--- config.mk ---
export PLATFORM = sky130hd
export DESIGN_NAME = keypad_scanner
export DESIGN_NICKNAME = d
export VERILOG_FILES = /design/src/rtl/keypad_pkg.sv /design/src/rtl/tick_generator.sv /design/src/rtl/keypad_scanner.sv
export SDC_FILE = /design/constraint.sdc
export NUM_CORES = 1
export LEC_CHECK = 0
export ABC_AREA = 1
export CAP_MARGIN = 20
export CELL_PAD_IN_SITES_DETAIL_PLACEMENT = 0
export CELL_PAD_IN_SITES_GLOBAL_PLACEMENT = 1
export CORE_MARGIN = 1.5
export CORE_UTILIZATION = 42
export CTS_CLUSTER_SIZE = 28
export DETAILED_ROUTE_END_ITERATION = 12
export PLACE_DENSITY_LB_ADDON = 0.1
export SYNTH_ARGS = -nofsm -noshare
export SYNTH_HDL_FRONTEND = slang
export SYNTH_SLANG_ARGS = --single-unit
--- constraint.sdc ---
create_clock -name clk -period 2.16 [get_ports clk]
set_clock_uncertainty 0.15 [all_clocks]
set_input_delay 0.216 -clock clk [delete_from_list [all_inputs] [get_ports clk]]
set_output_delay 0.216 -clock clk [all_outputs]
set_load 0.02 [all_outputs]
--- src/rtl/keypad_pkg.sv ---
// Shared types for the keypad scanner.
package keypad_pkg;

   typedef enum logic [1:0] {
      SCAN     = 2'd0,
      DEBOUNCE = 2'd1,
      HELD     = 2'd2,
      RELEASE  = 2'd3
   } scan_state_t;

endpackage

--- src/rtl/tick_generator.sv ---
// Free-running divider producing a one-cycle enable every SOURCE_FREQ/TICK_FREQ clocks.
module tick_generator #(
   parameter int SOURCE_FREQ = 100_000_000,
   parameter int TICK_FREQ   = 1000
) (
   input  logic clk,
   input  logic reset,
   output logic tick
);

   localparam int TICK_DIV = SOURCE_FREQ / TICK_FREQ;
   localparam int CW       = (TICK_DIV > 1) ? $clog2(TICK_DIV) : 1;

   logic [CW-1:0] cnt;

   assign tick = (cnt == CW'(TICK_DIV - 1));

   always_ff @(posedge clk) begin
      if (reset)     cnt <= '0;
      else if (tick) cnt <= '0;
      else           cnt <= cnt + CW'(1);
   end

endmodule

--- src/rtl/keypad_scanner.sv ---
// Row-scanning matrix keypad decoder with press/release debounce on a slow scan tick.
module keypad_scanner
   import keypad_pkg::*;
#(
   parameter int ROWS           = 4,
   parameter int COLS           = 4,
   parameter int SOURCE_FREQ    = 100_000_000,
   parameter int SCAN_FREQ      = 1000,
   parameter int DEBOUNCE_TICKS = 4
) (
   input  logic                          clk,
   input  logic                          reset,
   input  logic [COLS-1:0]               cols_n,
   output logic [ROWS-1:0]               rows_n,
   output logic [$clog2(ROWS*COLS)-1:0]  key_code,
   output logic                          key_valid,
   output logic                          key_held
);

   localparam int RW = (ROWS > 1) ? $clog2(ROWS) : 1;
   localparam int CW = (COLS > 1) ? $clog2(COLS) : 1;
   localparam int DW = $clog2(DEBOUNCE_TICKS + 1);
   localparam int KW = $clog2(ROWS * COLS);

   logic tick;

   tick_generator #(
      .SOURCE_FREQ (SOURCE_FREQ),
      .TICK_FREQ   (SCAN_FREQ)
   ) u_tick (
      .clk   (clk),
      .reset (reset),
      .tick  (tick)
   );

   logic [COLS-1:0] cols_meta, cols_sync;

   always_ff @(posedge clk) begin
      if (reset) begin
         cols_meta <= '1;
         cols_sync <= '1;
      end else begin
         cols_meta <= cols_n;
         cols_sync <= cols_meta;
      end
   end

   // Lowest-index active column wins when several are pressed in the same row.
   logic          any_low;
   logic [CW-1:0] low_col;

   always_comb begin
      low_col = '0;
      for (int c = COLS - 1; c >= 0; c--)
         if (!cols_sync[c]) low_col = CW'(c);
   end

   assign any_low = ~&cols_sync;

   scan_state_t   state;
   logic [RW-1:0] row, row_nxt;
   logic [CW-1:0] cap_col;
   logic [DW-1:0] cnt, cnt_inc;
   logic          cap_low;

   assign row_nxt = (row == RW'(ROWS - 1)) ? '0 : row + RW'(1);
   assign cnt_inc = cnt + DW'(1);
   assign cap_low = ~cols_sync[cap_col];

   always_ff @(posedge clk) begin
      if (reset) begin
         state     <= SCAN;
         row       <= '0;
         rows_n    <= ~(ROWS'(1));
         cap_col   <= '0;
         cnt       <= '0;
         key_code  <= '0;
         key_valid <= 1'b0;
         key_held  <= 1'b0;
      end else begin
         key_valid <= 1'b0;
         if (tick) begin
            unique case (state)
               SCAN: begin
                  if (any_low) begin
                     cap_col <= low_col;
                     cnt     <= '0;
                     state   <= DEBOUNCE;
                  end else begin
                     row    <= row_nxt;
                     rows_n <= ~(ROWS'(1) << row_nxt);
                  end
               end
               DEBOUNCE: begin
                  if (!cap_low) begin
                     state  <= SCAN;
                     row    <= row_nxt;
                     rows_n <= ~(ROWS'(1) << row_nxt);
                  end else if (cnt_inc == DW'(DEBOUNCE_TICKS)) begin
                     key_code  <= KW'(int'(row) * COLS + int'(cap_col));
                     key_valid <= 1'b1;
                     key_held  <= 1'b1;
                     cnt       <= '0;
                     state     <= HELD;
                  end else begin
                     cnt <= cnt_inc;
                  end
               end
               HELD: begin
                  if (!cap_low) begin
                     cnt   <= '0;
                     state <= RELEASE;
                  end
               end
               RELEASE: begin
                  // A bounce back to pressed resumes holding without a new press event.
                  if (cap_low) begin
                     cnt   <= '0;
                     state <= HELD;
                  end else if (cnt_inc == DW'(DEBOUNCE_TICKS)) begin
                     cnt      <= '0;
                     key_held <= 1'b0;
                     state    <= SCAN;
                     row      <= row_nxt;
                     rows_n   <= ~(ROWS'(1) << row_nxt);
                  end else begin
                     cnt <= cnt_inc;
                  end
               end
               default: state <= SCAN;
            endcase
         end
      end
   end

endmodule

==> impl_metrics.ini <==
[cts]
clk_pin_slew_ps = 80
cts_tree = done
root_buffer = clkbuf_8
clockBufferDepth = 2
clkSinkCount = 44
htreeDepth = 2
insertion_delay_ps = 290
ctsHoldBuffers = 0
post_cts_buffers = 0
cts_resized = 0
cts_buffers = 5

[hold_path]
hp-start = cols_meta[0]$_SDFF_PP1_
holdCritPathClass = flop to flop
hold_end = cols_sync[0]$_SDFF_PP1_
holdPathStages = 1

[critical_path]
cp_top_family = simple AND/OR/NAND/NOR gates
path_max_fanout = 10
cpMostUsedCell = nand3_4
reg2reg_slack_ps = 420
cpPeakStageDelay_ps = 360
cp_slowest_cell = dfxtp_1
crit_type = flop to flop
cp-end-kind = flop
path_buf_inv = 1
cp_cell_sequence = ha_1 -> nand2_1 -> nor2_4 -> nand3_4 -> inv_4 -> nand3_4 -> o21ai_0 -> nor2_1
timing.rr.end = row[0]$_SDFFE_PP0P_
critPathArrivalTime_ps = 1780
reg2reg_from = u_tick.cnt[0]$_SDFF_PP0_
r2r_cells = 8
critPathLaunchType = flop
critical_path_required_ps = 2200

[pwr]
leakagePower_nw = 1.12
fin_total_pwr_mw = 1.44
ir_worst_vdd_mv = 0.474
powerDensity_nw_per_um2 = 569

[route]
ant_nets = 0
num_vias = 1789
routed_wl_mm = 4.35
drt_first_iter_violations = 67
firstDrtPassIters = 4
routedWlPerCell_microns = 11.1
vias_per_cell = 4.58
drcViolationCount = 0

[place]
port_buffers = 15
dp_slack_ps = 420
dpl_cell_area_sq_um = 2430
gp_congestion = 0.788
hpwl_mm = 3.20

[global_route]
grt_max_degree = 17
track_usage_pct = 17.4
grt_pass1_wl_mm = 7.51
antenna_found_initial = 0
grt-ovfl-total = 0
grt_pass1_vias = 1699

[layout]
multi_input_area_sq_um = 1100
drive_above_1_share_pct = 15.9
syn2layout_area_growth_pct = 15.3
regArea_sq_um = 881
nNetsFinal = 333
post-route-util_pct = 49.7
fillers = 529
num_antenna_cells = 0
design_area_sq_um = 2520

[die]
dieArea_sq_um = 5660
initial_utilization_pct = 43.1
design.core.area_sq_um = 5070
fp.dieW_microns = 75.2
io_pins = 16
std_cell_rows = 26
die_h_microns = 75.2

[sta]
relSlewSlack_pct = 78.0
finalSetupViolations = 0
worstMarginPinSlew_ps = 327
maxSlewViolCount = 0
period_share_pct = 80.6
max_freq_mhz = 575
rsz0062_at_grt = false
fin_tns_setup_ps = 0
finalHoldViolations = 0
fin_crit_ps = 1740
setup_slack_ps = 420

[logic_synthesis]
synth_edf_count = 0
yosysWarnings = 0
yosysMostFrequentCell = nand2_1
synthXorXnorAreaFrac_pct = 2.00
yosys.cell_types.count = 38
synth-adder-area-share_pct = 4.00
async_flop_share_pct = 0
synth_nets = 311
synth_ff_type = dfxtp_1
synth_area_sq_um = 2190
synth_compound_area_share_pct = 6.97
yosys.area_share.simple_pct = 37.1
synth_top_area_share_pct = 40.2
syn-instance-count = 298
synthTopCellsByArea = dfxtp_1 40%, nand2_1 11%, nor2_1 7.4%
ys_top_cells_by_count = 62 x nand2_1, 44 x dfxtp_1, 43 x nor2_1
seq_area_frac_synth_pct = 40.2
synth_top_family_by_area = simple AND/OR/NAND/NOR gates
synth.area.mux_share_pct = 0
syn_area_per_cell_sq_um = 7.35
synth_top_cell_by_area = dfxtp_1
synth_seq_cells = 44

[flow_run]
drv_cap = 0

[status]
status = completed
-- cells in the final DEF, fill, tap and decap left out, types with 2 or more instances in the layout --
master,synthesis,routed
inv_2,6,6
nand2_2,5,5
nand3_2,2,2
inv_1,41,41
clkdlybuf4s50_1,0,15
dfxtp_1,44,44
o21ai_1,3,3
nand2_1,62,62
nor3_1,5,5
or2_2,9,9
xor2_1,4,4
nor3_2,3,3
nand3_1,11,11
buf_4,0,3
ha_1,7,7
a31oi_1,2,2
nand4_1,6,6
nor2_2,4,4
clkbuf_8,0,6
o21ai_0,5,5
nor2_1,43,43
nand2_4,2,2
a21oi_1,15,15
nand3_4,2,2
-- worst max-delay path by stage --
stage                                           end                startpoint  depth (start not counted)  slack, ps
after detailed placement   key_code[1]$_SDFFE_PP0P_  u_tick.cnt[0]$_SDFF_PP0_                          8        420
after floorplan                 cnt[1]$_SDFFE_PP0P_  u_tick.cnt[0]$_SDFF_PP0_                          8        600
after global routing      u_tick.cnt[12]$_SDFF_PP0_  u_tick.cnt[0]$_SDFF_PP0_                          8        220
final                           row[0]$_SDFFE_PP0P_  u_tick.cnt[0]$_SDFF_PP0_                          8        420
after global placement          cnt[1]$_SDFFE_PP0P_  u_tick.cnt[0]$_SDFF_PP0_                          8        430
after CTS                  key_code[3]$_SDFFE_PP0P_  u_tick.cnt[0]$_SDFF_PP0_                          8        400
-- layout make-up --
cell class              instances  area share [%]
clock inverters                 1           0.297
well taps                      70            3.47
multi-input cells             201            43.5
repair buffers                 18            6.84
inverters                      50            7.59
flip-flops and latches         44            34.9
clock buffers                   7            3.42
-- sequential cells by signal, summed over array words and instances (netlist names), named ones only --
register,flops
u_tick.cnt,17
cols_meta,4
cols_sync,4
key_code,4
rows_n,4
cnt,3
cap_col,2
row,2
key_held,1
key_valid,1
state,1
-- kinds of logic after synthesis --
kind of cell | Yosys count
flip-flops | 44
adder cells (fa/ha/maj) | 7
AND/OR/NAND/NOR | 161
buffers and inverters | 53
XOR/XNOR | 5
AO/OA/AOI/OAI | 28
-- metal layers --
layer / GRT usage (%) / routed length [microns] / part of all wire, %
met4: 5.75 / 56 / 1.3
met3: 4.42 / 133 / 3.1
met2: 25.5 / 1760 / 40
met5: 0 / 0 / 0
met1: 25.0 / 2400 / 55
-- per-stage QoR --
step	instances	hold slack, ps
detailed placement	383	247
finish	391	262
global placement	383	243
floorplan	298	170
global route	391	283
CTS	391	264
-- power by group --
part	leakage [nW]	switching [mW]	internal, mW
clock network	0.0445	0.281	0.260
registers	0.357	0.00631	0.822
logic	0.716	0.0379	0.0279
total	1.12	0.325	1.11
No activity file was read; power rests on OpenSTA's default activity.
